`config.mk`:
```
export PLATFORM = sky130hd
export DESIGN_NAME = alu_issue_ctrl
export DESIGN_NICKNAME = d
export VERILOG_FILES = /design/src/rtl/alu_issue_ctrl.sv
export SDC_FILE = /design/constraint.sdc
export NUM_CORES = 1
export LEC_CHECK = 0
export ABC_AREA = 0
export CAP_MARGIN = 20
export CORE_ASPECT_RATIO = 0.6
export CORE_UTILIZATION = 44
export DETAILED_ROUTE_END_ITERATION = 10
export PLACE_DENSITY_LB_ADDON = 0.2
export SYNTH_ARGS = -nofsm -noshare
export SYNTH_HDL_FRONTEND = slang
export SYNTH_SLANG_ARGS = --single-unit
export TNS_END_PERCENT = 1
```
`constraint.sdc`:
```
create_clock -name Clock -period 2.6 [get_ports Clock]
set_input_delay 0.65 -clock Clock [delete_from_list [all_inputs] [get_ports Clock]]
set_output_delay 0.65 -clock Clock [all_outputs]
set_load 0.1 [all_outputs]
```
`src/rtl/alu_issue_ctrl.sv`:
```
`default_nettype none
// ============================================================================
//  Module      : alu_issue_ctrl
//  Description : Issue/sequencing controller in front of the ALU decoder.
//                Accepts one decoded instruction per handshake, holds the
//                opcode stable while the datapath settles, then captures the
//                returned C/V/Z flags and strobes the register-file write.
//  Revision    : 1.0 - initial release
// ============================================================================
module alu_issue_ctrl #(
    parameter int SETTLE_CYCLES = 1,
    parameter int CNT_W         = 4
) (
    input  logic       Clock,
    input  logic       Reset,
    input  logic       InstrValid,
    output logic       InstrReady,
    input  logic [4:0] InstrOp,
    input  logic [3:0] InstrImm4,
    input  logic       Abort,
    output logic [4:0] OpCode,
    output logic [3:0] imm4,
    output logic       Cin,
    input  logic       C,
    input  logic       V,
    input  logic       Z,
    output logic       CFlag,
    output logic       VFlag,
    output logic       ZFlag,
    output logic       RegWe,
    output logic       Busy
);

    localparam logic [4:0] C_OP_NOP  = 5'b11000;
    localparam logic [1:0] S_IDLE    = 2'd0;
    localparam logic [1:0] S_EXEC    = 2'd1;
    localparam logic [1:0] S_WRITE   = 2'd2;
    localparam logic [CNT_W-1:0] C_CNT_LOAD = CNT_W'(SETTLE_CYCLES - 1);

    logic [1:0]       state_q, state_d;
    logic [CNT_W-1:0] cnt_q, cnt_d;
    logic [4:0]       opcode_q, opcode_d;
    logic [3:0]       imm4_q, imm4_d;
    logic             cflag_q, cflag_d;
    logic             vflag_q, vflag_d;
    logic             zflag_q, zflag_d;
    logic             regwe_q, regwe_d;

    logic             w_accept;
    logic             w_sample;
    logic             w_upd_cvz;
    logic             w_upd_z;
    logic             w_wb;

    // Handshake only in IDLE; an Abort in the same cycle blocks acceptance.
    assign w_accept = (state_q == S_IDLE) & InstrValid & ~Abort;
    // Flags are captured on the last EXEC edge unless that edge is aborted.
    assign w_sample = (state_q == S_EXEC) & (cnt_q == '0) & ~Abort;

    // Decode the in-flight opcode into flag-update class and writeback.
    always_comb begin
        w_upd_cvz = 1'b0;
        w_upd_z   = 1'b0;
        w_wb      = 1'b1;
        case (opcode_q)
            5'b00000, 5'b00001, 5'b01000, 5'b01001: w_upd_cvz = 1'b0;
            default:                                w_upd_cvz = ~opcode_q[4];
        endcase
        case (opcode_q)
            5'b10100, 5'b10101:                     w_upd_z = 1'b0;
            5'b11010, 5'b11100, 5'b11101, 5'b11111: w_upd_z = 1'b1;
            default:                                w_upd_z = (opcode_q[4:3] == 2'b10);
        endcase
        case (opcode_q)
            5'b01000, 5'b01001, 5'b00111, 5'b01111,
            5'b11000, 5'b11001, 5'b11110:           w_wb = 1'b0;
            default:                                w_wb = 1'b1;
        endcase
    end

    // State register.
    always_ff @(posedge Clock or posedge Reset) begin
        if (Reset) begin
            state_q <= S_IDLE;
        end else begin
            state_q <= state_d;
        end
    end

    // Next-state logic: IDLE -> EXEC -> WRITE -> IDLE, Abort returns to IDLE.
    always_comb begin
        state_d = state_q;
        case (state_q)
            S_IDLE: begin
                if (w_accept) begin
                    state_d = S_EXEC;
                end
            end
            S_EXEC: begin
                if (Abort) begin
                    state_d = S_IDLE;
                end else if (cnt_q == '0) begin
                    state_d = S_WRITE;
                end
            end
            S_WRITE: state_d = S_IDLE;
            default: state_d = S_IDLE;
        endcase
    end

    // Handshake and activity outputs decoded from the current state.
    always_comb begin
        InstrReady = (state_q == S_IDLE);
        Busy       = (state_q == S_EXEC) | (state_q == S_WRITE);
    end

    // Datapath next values: instruction latch, settle counter, flags, strobe.
    always_comb begin
        opcode_d = opcode_q;
        imm4_d   = imm4_q;
        cnt_d    = cnt_q;
        cflag_d  = cflag_q;
        vflag_d  = vflag_q;
        zflag_d  = zflag_q;
        regwe_d  = 1'b0;
        if (w_accept) begin
            opcode_d = InstrOp;
            imm4_d   = InstrImm4;
            cnt_d    = C_CNT_LOAD;
        end else if (state_q == S_EXEC) begin
            if (Abort) begin
                opcode_d = C_OP_NOP;
            end else if (w_sample) begin
                if (w_upd_cvz) begin
                    cflag_d = C;
                    vflag_d = V;
                    zflag_d = Z;
                end else if (w_upd_z) begin
                    zflag_d = Z;
                end
                regwe_d  = w_wb;
                opcode_d = C_OP_NOP;
            end else begin
                // Counter is non-zero here, so the decrement cannot wrap.
                cnt_d = cnt_q - 1'b1;
            end
        end else if (state_q == S_WRITE) begin
            opcode_d = C_OP_NOP;
        end
    end

    // Datapath registers.
    always_ff @(posedge Clock or posedge Reset) begin
        if (Reset) begin
            opcode_q <= C_OP_NOP;
            imm4_q   <= 4'd0;
            cnt_q    <= '0;
            cflag_q  <= 1'b0;
            vflag_q  <= 1'b0;
            zflag_q  <= 1'b0;
            regwe_q  <= 1'b0;
        end else begin
            opcode_q <= opcode_d;
            imm4_q   <= imm4_d;
            cnt_q    <= cnt_d;
            cflag_q  <= cflag_d;
            vflag_q  <= vflag_d;
            zflag_q  <= zflag_d;
            regwe_q  <= regwe_d;
        end
    end

    assign OpCode = opcode_q;
    assign imm4   = imm4_q;
    assign Cin    = cflag_q;
    assign CFlag  = cflag_q;
    assign VFlag  = vflag_q;
    assign ZFlag  = zflag_q;
    assign RegWe  = regwe_q;

endmodule
`default_nettype wire

```
=== Word-level counts from Yosys, hierarchy flattened ===
Index checks and enable logic that the tools add are counted.

* $add $sub $neg: 1
* Multipliers: 0
* Divide/modulo/power cells: 0
* Order comparisons: 0
* Eq/ne operators: 22
* Shift-type cells: 0
* Muxes and demuxes: 22
* Bitwise gates (word level): 8
* Reductions and logical operators: 15

{| class="wikitable"
|+ Operators by type and width
! kind !! count
|-
| $eq A5 B5 Y1 const B || 9
|-
| $mux W5 || 5
|-
| $mux W4 || 4
|-
| $eq A5 B4 Y1 const B || 3
|-
| $reduce_and A5 Y1 || 2
|-
| $mux W1 || 8
|-
| $reduce_or A4 Y1 || 2
|-
| $reduce_or A7 Y1 || 1
|-
| $mux W2 || 3
|-
| $eq A5 B1 Y1 const B || 1
|-
| $eq A5 B3 Y1 const B || 1
|-
| $logic_not A5 Y1 || 1
|-
| $and A1 B1 Y1 || 4
|-
| $eq A2 B2 Y1 const B || 2
|-
| $logic_not A4 Y1 || 1
|-
| $ne A2 B1 Y1 const B || 2
|-
| $ne A4 B4 Y1 const B || 1
|-
| $pmux W2 S2 || 1
|-
| $reduce_and A2 Y1 || 2
|-
| $reduce_bool A2 Y1 || 2
|-
| $sub A4 B1 Y4 const B || 1
|-
| $ne A3 B3 Y1 const B || 1
|-
| $not A1 Y1 || 3
|-
| $reduce_and A3 Y1 || 1
|-
| 7 further kinds || 7
|}

* Bits in registers: 19
* Bits in latches: 0
* RAM bits: 0
* ROM bits: 0
* Input bits: 16
* Output and inout bits: 16
* Logic and storage cells: 76
* Memories: 0

=== Depth between registers and ports, before layout ===
* Depth in word-level cells: 7
* Gate-level depth with buffers: 6
* Mapped depth without buffers: 6

=== Worst setup path after synthesis ===
No wires, ideal clock.

* Path kind: flip-flop to flip-flop
* Start point: reg state_q[0]
* End point: reg imm4_q[0] (netlist: imm4[0])
* Setup time: 125 ps
* Arrival: 2454 ps
* Data required time: 2475 ps
* Path slack: 21 ps
* Cell stages (with the launch flop): 7
* Buffers on the path: 1
* Clock period less this slack: 2579 ps
* Cell sequence: dfrtp_1 inv_1 ha_1 nand2_1 nor2_1 buf_2 mux2_2

* Cells in the longest elaborated chain, start to end: 3

{| class="wikitable"
|+ RTL lines
! element !! line !! text
|-
| from (decl) || 40 || <nowiki>logic [1:0] state_q, state_d;</nowiki>
|-
| from (signal assigned) || 86 || <nowiki>state_q <= state_d;</nowiki>
|-
| $logic_not A2 Y1 || - ||
|-
| net InstrReady || 17 || <nowiki>output logic InstrReady,</nowiki>
|-
| $and A1 B1 Y1 (2 in a row) || 56 || <nowiki>assign w_accept = (state_q == S_IDLE) & InstrValid & ~Abort;</nowiki>
|-
| to (signal assigned) || 164 || <nowiki>imm4_q <= imm4_d;</nowiki>
|-
| to (decl) || 43 || <nowiki>logic [3:0] imm4_q, imm4_d;</nowiki>
|}

The timed path passes the listed nets, and every way through them passes these cells.
A chain may end at the register's enable or synchronous reset.

=== Final worst setup path ===
* Start point: in Abort
* End point: reg cflag_q (netlist: CFlag)

* Cells in the longest elaborated chain, start to end: 4
* Elaborated cells between the ends (all ways): 5
* Classes of those cells: bitwise (4); reduce/logical (1)

{| class="wikitable"
|+ RTL lines
! element !! line !! text
|-
| from (decl) || 20 || <nowiki>input logic Abort,</nowiki>
|-
| $not A1 Y1 (no line) (*) || - ||
|-
| $and A1 B1 Y1 || 56 ||
|-
| $not A1 Y1 (no line) || - ||
|-
| $reduce_and A5 Y1 (no line) (*) || - ||
|-
| to (signal assigned) || 166 || <nowiki>cflag_q <= cflag_d;</nowiki>
|-
| to (decl) || 44 || <nowiki>logic cflag_q, cflag_d;</nowiki>
|}

Mark *: on every way between the ends. The rest lies on a longest branch, timed or not.

==> reports/metrics.cfg <==
[sta]
fin_tns_setup_ns=0
fin_crit_sh=0.805
max_freq_ghz=0.478
skew_ns=0.00717
drv_slew=0
tightest_slew_ns=0.708
maxSlewHeadroom=0.527
final-hold-violation-count=0
setup_viol=0
period_minus_slack_ns=2.09
rsz0062_at_grt=false

[yosys]
ys_seq_area_frac=0.488
post_synth.cell_area_avg_um2=11.6
ys_warn_count=0
ys_types=33
synth_nets=105
ys_seq_elements=19
synthCells=84
syn-cell-area_um2=978

[critical_path]
slowest_stage=clkdlybuf4s50_1
cp.required_ns=2.73
cp_max_fo=6
cp_slowest_stage_delay_ns=0.49
path_cells=clkdlybuf4s50_1 > and2b_1 > nand3b_4 > nor3_4 > mux2_2
crit_path_end_kind=flop
crit_path_start_kind=input port
crit_arrival_ns=2.23
path_class=in -> reg

[cts]
insertion_delay_ns=0.25
cts_sinks=19
cts_resized=0
cts_buffers=3
ctsLongestPathBuffers=2
cts_setup_buffers=0
cts_tree=done
ctsHoldBuffers=0
htree_levels=1
cts_root_buffer=clkbuf_8
path_clk_slew_ns=0.06

[layout]
nets=141
drive_gt1_frac=0.286
final.fill_count=147
diodes=0
regArea_um2=478
synthToLayoutAreaGrowth_pct=36.1
multi_input_area_um2=465

[placement]
io_buffers=31
hpwl_mm=1.63
gp_congestion=0.820

[floorplan]
ios=32
core_area_um2=1970
die_width_um=62.9
start_util=0.497
dieArea_um2=2420
die_h_um=38.5
rows=12

[detailed_routing]
via_per_inst=5.32
drt_iter0_drc=19
drt.antenna.violating_nets=0
wl_per_cell_um=15.1
drt_wl_total_mm=2.22
post-route-drc-count=0
vias=782
firstDrtPassIters=4

[global_route]
overflow=0
grt_pass1_wl_mm=3.70
antenna_found_initial=0
grt_use_total=0.214
grt_pass1_vias=776
grt_max_degree=20

[job]
maxCapViolCount=0

[status]
outcome=complete, no violations

[min_path]
hp-class=reg -> reg

## synthesized netlist by cell type
library cell | n | area [um^2]
o21ai_0 | 1 | 5.00
a22o_1 | 4 | 35.0
dfrtp_1 | 17 | 425
a21oi_1 | 3 | 15.0
o211ai_1 | 1 | 7.51
nand2_1 | 6 | 22.5
a211oi_1 | 1 | 7.51
xnor2_1 | 1 | 8.76
or2_2 | 1 | 6.26
o32ai_1 | 1 | 8.76
inv_1 | 6 | 22.5
buf_4 | 1 | 7.51
mux2_1 | 1 | 11.3
dfstp_2 | 2 | 52.6
nor3_1 | 1 | 5.00
nand3_1 | 2 | 10.0
o32a_1 | 3 | 30.0
and2_1 | 1 | 6.26
ha_1 | 5 | 62.6
nand2b_1 | 3 | 18.8
and2b_1 | 1 | 7.51
or3b_4 | 1 | 11.3
o22ai_1 | 1 | 6.26
nand3b_1 | 1 | 7.51
nand3b_4 | 1 | 20.0
xor2_1 | 2 | 17.5
a221oi_2 | 1 | 15.0
nor3_4 | 1 | 16.3
or3b_1 | 1 | 8.76
nand4b_1 | 1 | 8.76
nor2_1 | 5 | 18.8
buf_2 | 1 | 5.00
mux2_2 | 6 | 67.6
## stage by stage
step / cells / hold slack (ns) / area [um^2] / util / worst slack, ns
after floorplan: 84 / 0.494 / 978 / - / 0.0209
after global placement: 143 / 0.472 / 1290 / 0.654 / 0.326
after detailed placement: 143 / 0.484 / 1290 / 0.654 / 0.271
after CTS: 147 / 0.499 / 1330 / 0.677 / 0.518
after global routing: 147 / 0.518 / 1330 / 0.677 / 0.422
final: 147 / 0.495 / 1330 / 0.677 / 0.506
## cell families after synthesis
| kind of cell | synth area share |
|---|---|
| muxes | 0.0806 |
| and+or+nand+nor | 0.171 |
| DFF | 0.488 |
| buffers and inverters | 0.0358 |
| xor gates and xnor gates | 0.0269 |
| AOI/OAI and AO/OA | 0.133 |
| adders and majority gates | 0.0639 |
## cell usage in the layout, fill, tap and decap left out, types with 2 or more instances in the layout
cell	n
nand2_1	6
clkdlybuf4s50_1	15
xor2_1	2
ha_1	5
dfrtp_1	17
nor2_1	5
buf_4	18
inv_1	6
mux2_2	6
nand3_1	2
clkbuf_8	3
nand2b_1	3
a22o_1	4
dfstp_2	2
o32a_1	3
a21oi_1	3
## state kept, by name, indices dropped and copies added (netlist names)
name,count
cnt_q,4
RegWe,1
CFlag,1
OpCode,5
imm4,4
ZFlag,1
state_q,2
VFlag,1
## layout make-up
cell class / instances / share of cell area
inverter: 6 / 0.0169
sequential: 19 / 0.359
clock buffer: 4 / 0.0338
tap: 28 / 0.0263
multi-input combinational: 57 / 0.350
timing repair buffer: 33 / 0.214
## worst paths after layout
check / from / slack (ns) / end / cells after the start
hold / removal: ZFlag / 0.49 / ZFlag / 1
setup reg to reg: cnt_q[0] / 0.65 / CFlag / 6
min in group asynchronous: Reset / 0.81 / cnt_q[1] / 2
setup / recovery: Abort / 0.51 / CFlag / 5
max in group asynchronous: Reset / 1.34 / ZFlag / 2
hold reg to reg: ZFlag / 0.49 / ZFlag / 1
## layer usage
metal / part of all wire / vias up / GRT usage / wire length, um
met5: 0 / - / 0 / 0
met4: 0.0050 / 0 / 0.0523 / 11
met1: 0.48 / 381 / 0.260 / 1070
li1: - / 370 / - / -
met3: 0.054 / 2 / 0.0714 / 120
met2: 0.46 / 29 / 0.374 / 1020
## critical path: cells and delay by family
family	cells	cell delay, ns
buf+inv	1	0.49
mux	1	0.36
simple gates	3	0.74
Power is left out: the tool's default activity adds up to more than one toggle a clock period on the data nets, which glitch-free logic cannot reach.
